File: src/rtl/datmem_arbiter.sv
// datmem_arbiter: two-port (CPU=0, DMA=1) round-robin arbiter in front of a single-port data memory.
// Latency: Req sampled in IDLE at T -> Gnt at T+1 (BUSY, memory access) -> RVal/RDat/Err at T+3.
// Backpressure: requesters hold Req/We/Addr/WDat until Gnt; one access per 3 cycles at most.
// Ports:
//   i_clk, i_rst            clock, synchronous active-high reset
//   i_reqN/i_weN/i_addrN/i_wdatN   port N request, write select, word address, write data
//   o_gntN                  one-cycle accept pulse (coincides with the BUSY cycle)
//   o_rvalN/o_rdatN/o_errN  one-cycle completion pulse, read data, out-of-range flag (held)
//   o_mem_we/o_mem_addr/o_mem_wdat/i_mem_rdat   data-memory port (registered read, 1-cycle)
module datmem_arbiter #(
  parameter int AWIDTH  = 32,
  parameter int ALENGTH = 128
) (
  input  logic              i_clk,
  input  logic              i_rst,
  input  logic              i_req0,
  input  logic              i_we0,
  input  logic [AWIDTH-1:0] i_addr0,
  input  logic [AWIDTH-1:0] i_wdat0,
  input  logic              i_req1,
  input  logic              i_we1,
  input  logic [AWIDTH-1:0] i_addr1,
  input  logic [AWIDTH-1:0] i_wdat1,
  output logic              o_gnt0,
  output logic              o_gnt1,
  output logic              o_rval0,
  output logic              o_rval1,
  output logic [AWIDTH-1:0] o_rdat0,
  output logic [AWIDTH-1:0] o_rdat1,
  output logic              o_err0,
  output logic              o_err1,
  output logic              o_mem_we,
  output logic [AWIDTH-1:0] o_mem_addr,
  output logic [AWIDTH-1:0] o_mem_wdat,
  input  logic [AWIDTH-1:0] i_mem_rdat
);

  typedef enum logic [1:0] {
    S_IDLE = 2'd0,
    S_BUSY = 2'd1,
    S_RESP = 2'd2
  } state_t;

  // One extra bit so an ALENGTH equal to 2**AWIDTH still compares correctly.
  localparam logic [AWIDTH:0] LP_ALEN = (AWIDTH+1)'(ALENGTH);

  state_t r_state;
  logic   r_last_gnt;  // port granted most recently; also the owner of the in-flight access
  logic   r_we;        // latched write select of the in-flight access

  logic w_any_req;
  logic w_win;
  logic w_in_range;

  assign w_any_req = i_req0 | i_req1;

  // Single requester wins outright; on contention the port that did not win last time goes.
  assign w_win = (i_req0 & i_req1) ? ~r_last_gnt : i_req1;

  // o_mem_addr holds the latched address for the whole access, so it doubles as the range source.
  assign w_in_range = ({1'b0, o_mem_addr} < LP_ALEN);

  // Combinational so that reset suppresses the write in the very cycle it is asserted.
  assign o_mem_we = (r_state == S_BUSY) & r_we & w_in_range & ~i_rst;

  always_ff @(posedge i_clk) begin
    if (i_rst) begin
      r_state    <= S_IDLE;
      r_last_gnt <= 1'b1;
      r_we       <= 1'b0;
      o_gnt0     <= 1'b0;
      o_gnt1     <= 1'b0;
      o_rval0    <= 1'b0;
      o_rval1    <= 1'b0;
      o_rdat0    <= '0;
      o_rdat1    <= '0;
      o_err0     <= 1'b0;
      o_err1     <= 1'b0;
      o_mem_addr <= '0;
      o_mem_wdat <= '0;
    end else begin
      o_gnt0  <= 1'b0;
      o_gnt1  <= 1'b0;
      o_rval0 <= 1'b0;
      o_rval1 <= 1'b0;
      case (r_state)
        S_IDLE: begin
          if (w_any_req) begin
            r_state    <= S_BUSY;
            r_last_gnt <= w_win;
            r_we       <= w_win ? i_we1   : i_we0;
            o_mem_addr <= w_win ? i_addr1 : i_addr0;
            o_mem_wdat <= w_win ? i_wdat1 : i_wdat0;
            o_gnt0     <= ~w_win;
            o_gnt1     <= w_win;
          end
        end
        S_BUSY: begin
          r_state <= S_RESP;
        end
        S_RESP: begin
          // i_mem_rdat now reflects the address presented during BUSY.
          r_state <= S_IDLE;
          if (r_last_gnt) begin
            o_rval1 <= 1'b1;
            o_err1  <= ~w_in_range;
            if (!w_in_range) begin
              o_rdat1 <= '0;
            end else if (!r_we) begin
              o_rdat1 <= i_mem_rdat;
            end
          end else begin
            o_rval0 <= 1'b1;
            o_err0  <= ~w_in_range;
            if (!w_in_range) begin
              o_rdat0 <= '0;
            end else if (!r_we) begin
              o_rdat0 <= i_mem_rdat;
            end
          end
        end
        default: begin
          r_state <= S_IDLE;
        end
      endcase
    end
  end

endmodule

File: config.mk
export PLATFORM = sky130hd
export DESIGN_NAME = datmem_arbiter
export DESIGN_NICKNAME = d
export VERILOG_FILES = /design/src/rtl/datmem_arbiter.sv
export SDC_FILE = /design/constraint.sdc
export NUM_CORES = 1
export LEC_CHECK = 0
export CORE_UTILIZATION = 47
export CTS_BUF_LIST = sky130_fd_sc_hd__clkbuf_2 sky130_fd_sc_hd__clkbuf_4 sky130_fd_sc_hd__clkbuf_8
export DETAILED_ROUTE_END_ITERATION = 12
export GPL_TIMING_DRIVEN = 0
export HOLD_SLACK_MARGIN = 0.06
export PLACE_DENSITY = 0.95
export SLEW_MARGIN = 15
export SYNTH_ARGS = -nofsm -noshare
export SYNTH_HDL_FRONTEND = slang
export SYNTH_SLANG_ARGS = --single-unit
File: constraint.sdc
create_clock -name i_clk -period 3.15 [get_ports i_clk]
set_clock_uncertainty 0.05 [all_clocks]
set_input_delay 0.4725 -clock i_clk [delete_from_list [all_inputs] [get_ports i_clk]]
set_output_delay 0.4725 -clock i_clk [all_outputs]
set_load 0.05 [all_outputs]
==> flow_metrics.tcl <==
set metrics [dict create \
    postPlaceCellArea_um2 9960 \
    place_ws_ns 0.0979 \
    die_h_um 122 \
    tightestPinTransition_ns 0.623 \
    cts_made_buffers 17 \
    final_nets 1289 \
    grt_max_degree 17 \
    finalNonFillerCells 1316 \
    routed_wl_mm 24.9 \
    ys_types 34 \
    antenna_found_initial 0 \
    seq_area_um2 2760 \
    syn_to_final_growth_pct 54.4 \
    crit_fanout 10 \
    avgSynthCellArea_um2 8.37 \
    via_per_inst 5.83 \
    worst-r2r-cell-count 6 \
    drive_gt1_share_pct 7.92 \
    ys_seq_elements 138 \
    min_period_ns 3.00 \
    die_area_um2 14800 \
    antenna_cells 0 \
    cp.required_ns 2.63 \
    drt_first_pass_iters 5 \
    hpwl_mm 18.6 \
    grt_pass1_wl_mm 37.6 \
    synth_area_um2 6730 \
    holdWs_ns 0.446 \
    cts.sinks 138 \
    syn-instance-count 804 \
    drv_slew 0 \
    cts_resized 1 \
    final_common_cell "clkdlybuf4s50_1" \
    vias 7675 \
    whs_path_depth 2 \
    fin_ws_ns 0.150 \
    status "completed" \
    synth_edf_count 0 \
    finalCritPeriodShare_pct 95.2 \
    setup_viol 0 \
    rsz0062_at_grt "false" \
    layout_common_cells "299 x clkdlybuf4s50_1, 138 x dfxtp_1, 135 x nor2_1, 97 x nand2_1" \
    final_area_um2 10400 \
    regToRegEndpoint "o_rdat1[13]" \
    initial_core_util_pct 48.3 \
    core_um2 13900 \
    irDropWorstVdd_v 0.000272 \
    fp-row-count 43 \
    multi_input_area_um2 3440 \
    clockBufferDepth 2 \
    hold_path_end "o_rdat1[31]" \
    synth_ff_type "dfxtp_1" \
    io_buffers 300 \
    yosys_warnings 0 \
    htree_levels 4 \
    pin_count 301 \
    routedWlPerCell_um 18.9 \
    die_x_um 122 \
    powerDensity_nw_per_um2 474 \
    place_congestion 0.942 \
    cap_viol_max_count 0 \
    first_global_vias 7409 \
    postCtsHoldBufs 0 \
    path_class "register to output pin" \
    hold_violations 0 \
    cp-end-kind "output pin" \
    hp-class "register to register" \
    async_reset_ff_share_pct 0 \
    grt.total_usage_pct 33.1 \
    reg2reg_setup_slack_ns 1.35 \
    drc 0 \
    clockRootBuffer "clkbuf_8" \
    grt_overflow_total 0 \
    p_leak_nw 3.77 \
    n_fill_cell 960 \
    cts_tree "done" \
    drt_iter0_markers 896 \
    dp_cells 1284 \
    clkTransAtPathRegs_ns 0.08 \
    fin_tns_setup_ns 0 \
    clock_latency_ns 0.46 \
    ys_seq_area_share_pct 41.0 \
    worstReg2RegStart "o_mem_addr[8]" \
    hold_start "o_rdat1[31]" \
    crit_arrival_ns 2.48 \
    antenna_left 0 \
    postCtsSetupBuffers 0 \
    max_freq_ghz 0.333 \
    max_slew_margin_pct 58.3 \
    syn_nets 970 \
    crit_path_start_kind "register" \
]
[sequential cells by signal, indices dropped and copies added, names as in the netlist]
| signal | count |
|---|---|
| o_err0 | 1 |
| o_err1 | 1 |
| o_gnt0 | 1 |
| o_gnt1 | 1 |
| o_mem_addr | 32 |
| o_mem_wdat | 32 |
| o_rdat0 | 32 |
| o_rdat1 | 32 |
| o_rval0 | 1 |
| o_rval1 | 1 |
| r_last_gnt | 1 |
| r_state | 2 |
| r_we | 1 |
[worst max-delay path by stage]
stage / depth (start not counted) / from / end / slack, ns
floorplan: 5 / o_mem_addr[31] / o_mem_we / 0.93
CTS: 6 / o_mem_addr[8] / o_mem_we / 0.12
finish: 6 / o_mem_addr[8] / o_mem_we / 0.15
global route: 6 / o_mem_addr[8] / o_mem_we / 0.03
detailed placement: 5 / i_rst / o_mem_we / 0.1
global placement: 5 / i_rst / o_mem_we / 0.13
[area by class of cell]
class                   count  area share [%]
flip-flops and latches    138            26.6
plain buffers              84            5.07
clock inverters            13            1.67
repair buffers            300            28.9
clock buffers              19            2.52
multi-input cells         582            33.1
well taps                 180            2.17
[logic make-up (layout without fill, tap and decap cells)]
group	Yosys count	in the layout	share of synthesized area (%)
compound gates	198	198	18.6
buf+inv	84	416	7.82
flops	138	138	41.0
mux	65	65	9.66
simple gates	319	319	22.9
[critical path: stages, from the launching register on]
cell	delay, ns
dfxtp_1	0.36
nor4_1	0.31
and4_1	0.28
buf_4	0.19
buf_6	0.17
and3_1	0.16
dlygate4sd2_1	0.55
[metrics by stage]
step                utilization, %  total power [W]
CTS                           74.6          0.00490
detailed placement            71.5          0.00333
floorplan                        -          0.00274
global route                  74.6          0.00506
finish                        74.6          0.00493
global placement              71.5          0.00329
[Yosys cell counts, types with 2 or more instances]
library cell / instances / share of area [%]
a211oi_1: 65 / 7.2
a311oi_1: 2 / 0.26
a31oi_1: 62 / 5.8
and3_1: 5 / 0.46
buf_1: 5 / 0.28
buf_2: 24 / 1.8
buf_4: 13 / 1.4
buf_6: 11 / 1.8
buf_8: 3 / 0.67
clkbuf_1: 27 / 1.5
dfxtp_1: 138 / 41
mux2i_1: 65 / 9.7
nand2_1: 97 / 5.4
nand2b_1: 2 / 0.19
nor2_1: 135 / 7.5
nor2b_1: 2 / 0.19
nor3_1: 2 / 0.15
nor3b_1: 63 / 7.0
nor4_1: 3 / 0.28
nor4_2: 2 / 0.37
o211ai_1: 2 / 0.22
o21ai_0: 4 / 0.30
o21ai_1: 61 / 4.5
[routing by layer]
metal / GRT usage (%) / vias to the layer above / share of wire [%]
met5: 0 / - / 0
met4: 17.2 / 0 / 4.7
met3: 7.35 / 96 / 8.1
met2: 60.5 / 451 / 52
met1: 35.4 / 3631 / 36
li1: - / 3497 / -
[report_power, final]
| part | switching (W) | internal, W |
|---|---|---|
| combinational | 0.000833 | 0.000545 |
| clock | 0.000716 | 0.000897 |
| sequential | 0.0000866 | 0.00185 |
No activity file was read; power rests on OpenSTA's default activity.
